**src/rtl/obs_ctrl.sv**
```systemverilog
// Obstacle controller: spawns one obstacle at the right screen edge and scrolls it left once per frame.
// After each pass it waits a pseudo-random gap, and the speed rises every eighth pass.
module obs_ctrl #(
   parameter int CONV       = 0,
   parameter int SPAWN_X    = 656,
   parameter int SPEED_INIT = 2,
   parameter int SPEED_MAX  = 7
) (
   input  logic          clk,
   input  logic          rst_n,
   input  logic          i_frame_tick,
   input  logic          i_game_start,
   input  logic          i_game_over,
   output logic [9:CONV] o_xpos,
   output logic          o_active,
   output logic          o_passed,
   output logic [2:0]    o_speed
);

   localparam logic [1:0] ST_IDLE    = 2'd0;
   localparam logic [1:0] ST_RUN     = 2'd1;
   localparam logic [1:0] ST_WAIT    = 2'd2;
   localparam logic [1:0] ST_HALT    = 2'd3;
   localparam logic [9:0] SPAWN_FULL = 10'(SPAWN_X);
   localparam logic [2:0] SPD_INIT   = 3'(SPEED_INIT);
   localparam logic [2:0] SPD_MAX    = 3'(SPEED_MAX);
   localparam logic [7:0] LFSR_SEED  = 8'hA5;

   // x^8+x^6+x^5+x^4+1; an upset into all-zero is pulled back to the seed
   function automatic logic [7:0] lfsr_next(input logic [7:0] v);
      logic [7:0] n;
      n = {v[6:0], v[7] ^ v[5] ^ v[4] ^ v[3]};
      if (n == 8'h00) begin
         return LFSR_SEED;
      end else begin
         return n;
      end
   endfunction

   logic          live_q;
   logic [1:0]    state_q, state_d;
   logic [9:CONV] x_q, x_d;
   logic          active_q, active_d;
   logic          passed_q, passed_d;
   logic [2:0]    speed_q, speed_d;
   logic [2:0]    pass_cnt_q, pass_cnt_d;
   logic [6:0]    gap_q, gap_d;
   logic [7:0]    lfsr_q, lfsr_d;
   logic [9:0]    x_full_s;
   logic [9:0]    x_sub_s;

   // next-state logic for the obstacle FSM, pass counter, gap timer and LFSR
   always_comb begin
      state_d    = state_q;
      x_d        = x_q;
      speed_d    = speed_q;
      pass_cnt_d = pass_cnt_q;
      gap_d      = gap_q;
      passed_d   = 1'b0;
      lfsr_d     = lfsr_next(lfsr_q);
      x_full_s   = 10'(x_q) << CONV;
      x_sub_s    = x_full_s - {7'd0, speed_q};
      case (state_q)
         ST_IDLE, ST_HALT: begin
            if (i_game_start) begin
               state_d    = ST_RUN;
               x_d        = SPAWN_FULL[9:CONV];
               speed_d    = SPD_INIT;
               pass_cnt_d = 3'd0;
            end else begin
               state_d = state_q;
            end
         end
         ST_RUN: begin
            if (i_game_over) begin
               state_d = ST_HALT;
            end else if (!i_frame_tick) begin
               state_d = ST_RUN;
            end else if (x_full_s > {7'd0, speed_q}) begin
               x_d = x_sub_s[9:CONV];
            end else begin
               state_d    = ST_WAIT;
               passed_d   = 1'b1;
               pass_cnt_d = pass_cnt_q + 3'd1;
               gap_d      = 7'd16 + {1'b0, lfsr_q[5:0]};
               if (pass_cnt_q == 3'd7 && speed_q < SPD_MAX) begin
                  speed_d = speed_q + 3'd1;
               end else begin
                  speed_d = speed_q;
               end
            end
         end
         ST_WAIT: begin
            if (i_game_over) begin
               state_d = ST_HALT;
            end else if (!i_frame_tick) begin
               state_d = ST_WAIT;
            end else if (gap_q <= 7'd1) begin
               state_d = ST_RUN;
               x_d     = SPAWN_FULL[9:CONV];
            end else begin
               gap_d = gap_q - 7'd1;
            end
         end
         default: begin
            state_d = ST_IDLE;
         end
      endcase
      active_d = (state_d == ST_RUN) || (state_d == ST_HALT);
   end

   // state registers; the first edge after reset release only arms live_q
   always_ff @(posedge clk or negedge rst_n) begin
      if (!rst_n) begin
         live_q     <= 1'b0;
         state_q    <= ST_IDLE;
         x_q        <= SPAWN_FULL[9:CONV];
         active_q   <= 1'b0;
         passed_q   <= 1'b0;
         speed_q    <= SPD_INIT;
         pass_cnt_q <= 3'd0;
         gap_q      <= 7'd0;
         lfsr_q     <= LFSR_SEED;
      end else if (!live_q) begin
         live_q <= 1'b1;
      end else begin
         state_q    <= state_d;
         x_q        <= x_d;
         active_q   <= active_d;
         passed_q   <= passed_d;
         speed_q    <= speed_d;
         pass_cnt_q <= pass_cnt_d;
         gap_q      <= gap_d;
         lfsr_q     <= lfsr_d;
      end
   end

   assign o_xpos   = x_q;
   assign o_active = active_q;
   assign o_passed = passed_q;
   assign o_speed  = speed_q;

endmodule

```
**config.mk**
```make
export PLATFORM = sky130hd
export DESIGN_NAME = obs_ctrl
export DESIGN_NICKNAME = d
export VERILOG_FILES = /design/src/rtl/obs_ctrl.sv
export SDC_FILE = /design/constraint.sdc
export NUM_CORES = 1
export LEC_CHECK = 0
export BUFFER_PORTS_ARGS = -buffer_cell sky130_fd_sc_hd__buf_2
export CAP_MARGIN = 15
export CORE_ASPECT_RATIO = 2
export CORE_MARGIN = 8
export CORE_UTILIZATION = 64
export CTS_CLUSTER_SIZE = 20
export DETAILED_ROUTE_END_ITERATION = 10
export PLACE_DENSITY_LB_ADDON = 0.15
export SKIP_LAST_GASP = 1
export SLEW_MARGIN = 10
export SYNTH_ARGS = -nofsm -noshare
export SYNTH_HDL_FRONTEND = slang
export SYNTH_SLANG_ARGS = --single-unit
```
**constraint.sdc**
```tcl
create_clock -name clk -period 6.8 [get_ports clk]
set_input_delay 1.7 -clock clk [delete_from_list [all_inputs] [get_ports clk]]
set_output_delay 1.7 -clock clk [all_outputs]
set_load 0.005 [all_outputs]
```
==> results.yml <==
clock_tree:
  cts-root-buf: "clkbuf_8"
  cts_sinks: 36
  cts_buffers: 5
  cts.path.max_buffers: 2
  clkTransAtPathRegs_ns: 0.07
  ctsHoldBuffers: 0
  h-tree-depth: 2
  clk_latency_ns: 0.29
  cts_tree: "done"
  cts_resized: 0
  cts_setup_buffers: 0
routing:
  wl_per_cell_um: 17.98
  routed_via_density: 6.521
  first_iter_violations: 55
  dr.pass1.iters: 5
  vias: 1826
  drc: 0
  drt_wl_total_mm: 5.034
  drtAntennaViolNets: 0
timing:
  slew_headroom_pct: 43.10
  drv_slew: 0
  fin_crit_ns: 3.295
  fin_ws_ns: 3.505
  whs_ns: 0.5185
  rsz0062_at_grt: "no"
  setup_violations: 0
  fmax_ghz: 0.3035
  worst_pin_slew_ns: 0.8535
  post-route-period-util_pct: 48.45
  skew_ns: 0.005252
  tns_ns: 0
  hold_viol: 0
placed_design:
  gp_congestion: 0.7611
  place_ws_ns: 3.219
  dp_hpwl_mm: 3.584
  portBuffers: 19
layout:
  layout_common_cells: "dfrtp_1, nand2_1, buf_2"
  drive_above_1_share_pct: 18.95
  num-nets-final: 264
  layout-area-overhead-vs-synth_pct: 9.019
  fillers: 258
  antenna_cells: 0
  layout_commonest_cell: "dfrtp_1"
critical_path:
  path_cells: "buf_2 > nand2b_1 > o41a_1 > a211o_1 > or4_1 > o21ai_1"
  critPathArrivalTime_ns: 3.51
  path_buf_inv: 1
  startpoint_type: "primary input"
  critPathTopFamily: "compound AO/OA/AOI/OAI gates"
  cpPeakStageDelay_ns: 0.53
  crit_fanout: 17
  cp_slowest_cell: "or4_1"
  crit_required_ns: 7.02
  path_class: "primary input to flop"
  cp-end-kind: "flop"
floorplan:
  die_y_um: 99.29
  io_pins: 20
  fp.dieW_um: 57.64
  initial_core_util_pct: 66.44
  core_area_sq_um: 3341
  die_area_sq_um: 5723
  rows: 30
synth:
  yosys_warnings: 0
  ys_async_sr_fraction_pct: 100.0
  yosys_register_bits: 36
  ys_seq_area_share_pct: 41.04
  yosysUniqueCellTypes: 54
  synthCells: 231
  synth_edf_count: 0
  syn-num-nets: 248
  syn_area_sq_um: 2220
  avgSynthCellArea_sq_um: 9.609
  synthFlopType: "dfrtp_1"
status:
  outcome: "complete, no violations"
run:
  cap_violations: 0
global_route:
  globalRouteTotalUtil_pct: 17.86
  grt_max_degree: 37
  antenna_found_initial: 0
  grt_overflow_total: 0
  grt_pass1_vias: 1809
  grt_pass1_wl_mm: 8.100
pwr:
  ir_drop_v: 0.0002748
  p_per_area_nw_per_um2: 467.0
  finalPower_mw: 1.130
  p_leak_nw: 0.9923
hold_path:
  hold_path_class: "flop to flop"
-- Yosys cell counts, types with 4 or more instances --
master / count / area share [%]
or4_1: 4 / 1.4
nand3_1: 10 / 2.3
dfrtp_1: 28 / 32
dfstp_2: 8 / 9.5
o22a_1: 6 / 2.4
nand3b_1: 4 / 1.4
clkbuf_1: 7 / 1.2
ha_1: 11 / 6.2
inv_1: 12 / 2.0
nand2_1: 23 / 3.9
nand2b_1: 6 / 1.7
or3_1: 4 / 1.1
o31ai_1: 7 / 2.4
nor2_1: 7 / 1.2
o21ai_0: 14 / 3.2
a21oi_1: 7 / 1.6
nor2b_1: 4 / 1.1
a211o_1: 5 / 2.0
nor3_1: 5 / 1.1
mux2_2: 4 / 2.0
o211ai_1: 4 / 1.4
-- final cells by class --
cell class	count	area, sq um	area share, %
clock buffers	5	68.82	2.844
repair buffers	19	95.09	3.930
inverters	12	45.04	1.861
clock inverters	3	42.54	1.758
multi-input cells	173	1217	50.31
well taps	32	40.04	1.655
flip-flops and latches	36	910.9	37.64
-- final timing paths --
check,cells past startpoint,to,slack (ns),start
max reg2reg,8,gap_q[4],3.71,o_speed[0]
min,2,o_passed,0.52,o_passed
max,6,o_xpos[5],3.51,i_game_over
min reg2reg,2,o_passed,0.52,o_passed
min in group asynchronous,1,gap_q[4],1.50,rst_n
max in group asynchronous,1,live_q,4.78,rst_n
-- state kept, by name, indices dropped and copies added, names as in the netlist --
| name | cells |
|---|---|
| o_speed | 3 |
| pass_cnt_q | 3 |
| o_passed | 1 |
| o_active | 1 |
| gap_q | 7 |
| lfsr_q | 8 |
| o_xpos | 10 |
| live_q | 1 |
| state_q | 2 |
-- kinds of logic (layout without fill, tap and decap cells) --
kind of cell	after synthesis	after routing	share of synthesized area [%]
buffers and inverters	22	39	4.115
XOR/XNOR	4	4	1.579
AO/OA/AOI/OAI	67	67	22.27
flip-flops	36	36	41.04
AND/OR/NAND/NOR	84	84	21.25
adder cells (fa/ha/maj)	12	12	7.103
other	1	1	0.1689
multiplexers	5	5	2.480
-- tightest hold or removal path, delay by kind of cell, from the launching register on --
| kind | cells | cell delay (ns) |
|---|---|---|
| flip-flops | 1 | 0.38 |
| AO/OA/AOI/OAI | 1 | 0.06 |
| buffers and inverters | 1 | 0.05 |
-- per-stage QoR --
| step | std cells | instance area, sq um | utilization (%) |
|---|---|---|---|
| 4_1_cts | 280 | 2420 | 72.43 |
| 3_3_place_gp | 272 | 2308 | 69.10 |
| 2_1_floorplan | 231 | 2220 | - |
| 5_1_grt | 280 | 2420 | 72.43 |
| 3_5_place_dp | 272 | 2308 | 69.10 |
| 6_report | 280 | 2420 | 72.43 |
-- layer usage --
metal | up-vias | GRT usage, % | routed length, um
met4 | 0 | 8.949 | 102
met2 | 18 | 33.92 | 2860
met3 | 7 | 2.587 | 77
met1 | 904 | 17.69 | 1993
li1 | 897 | - | -
met5 | - | 0 | 0
-- power breakdown --
group	total (mW)	switching, mW	internal, mW	leakage (nW)
Sequential	0.428	0.112	0.316	0.413
Combinational	0.512	0.284	0.228	0.525
Clock	0.190	0.0816	0.109	0.0541
Total	1.13	0.477	0.653	0.992
(Power assumes the default switching activity.)
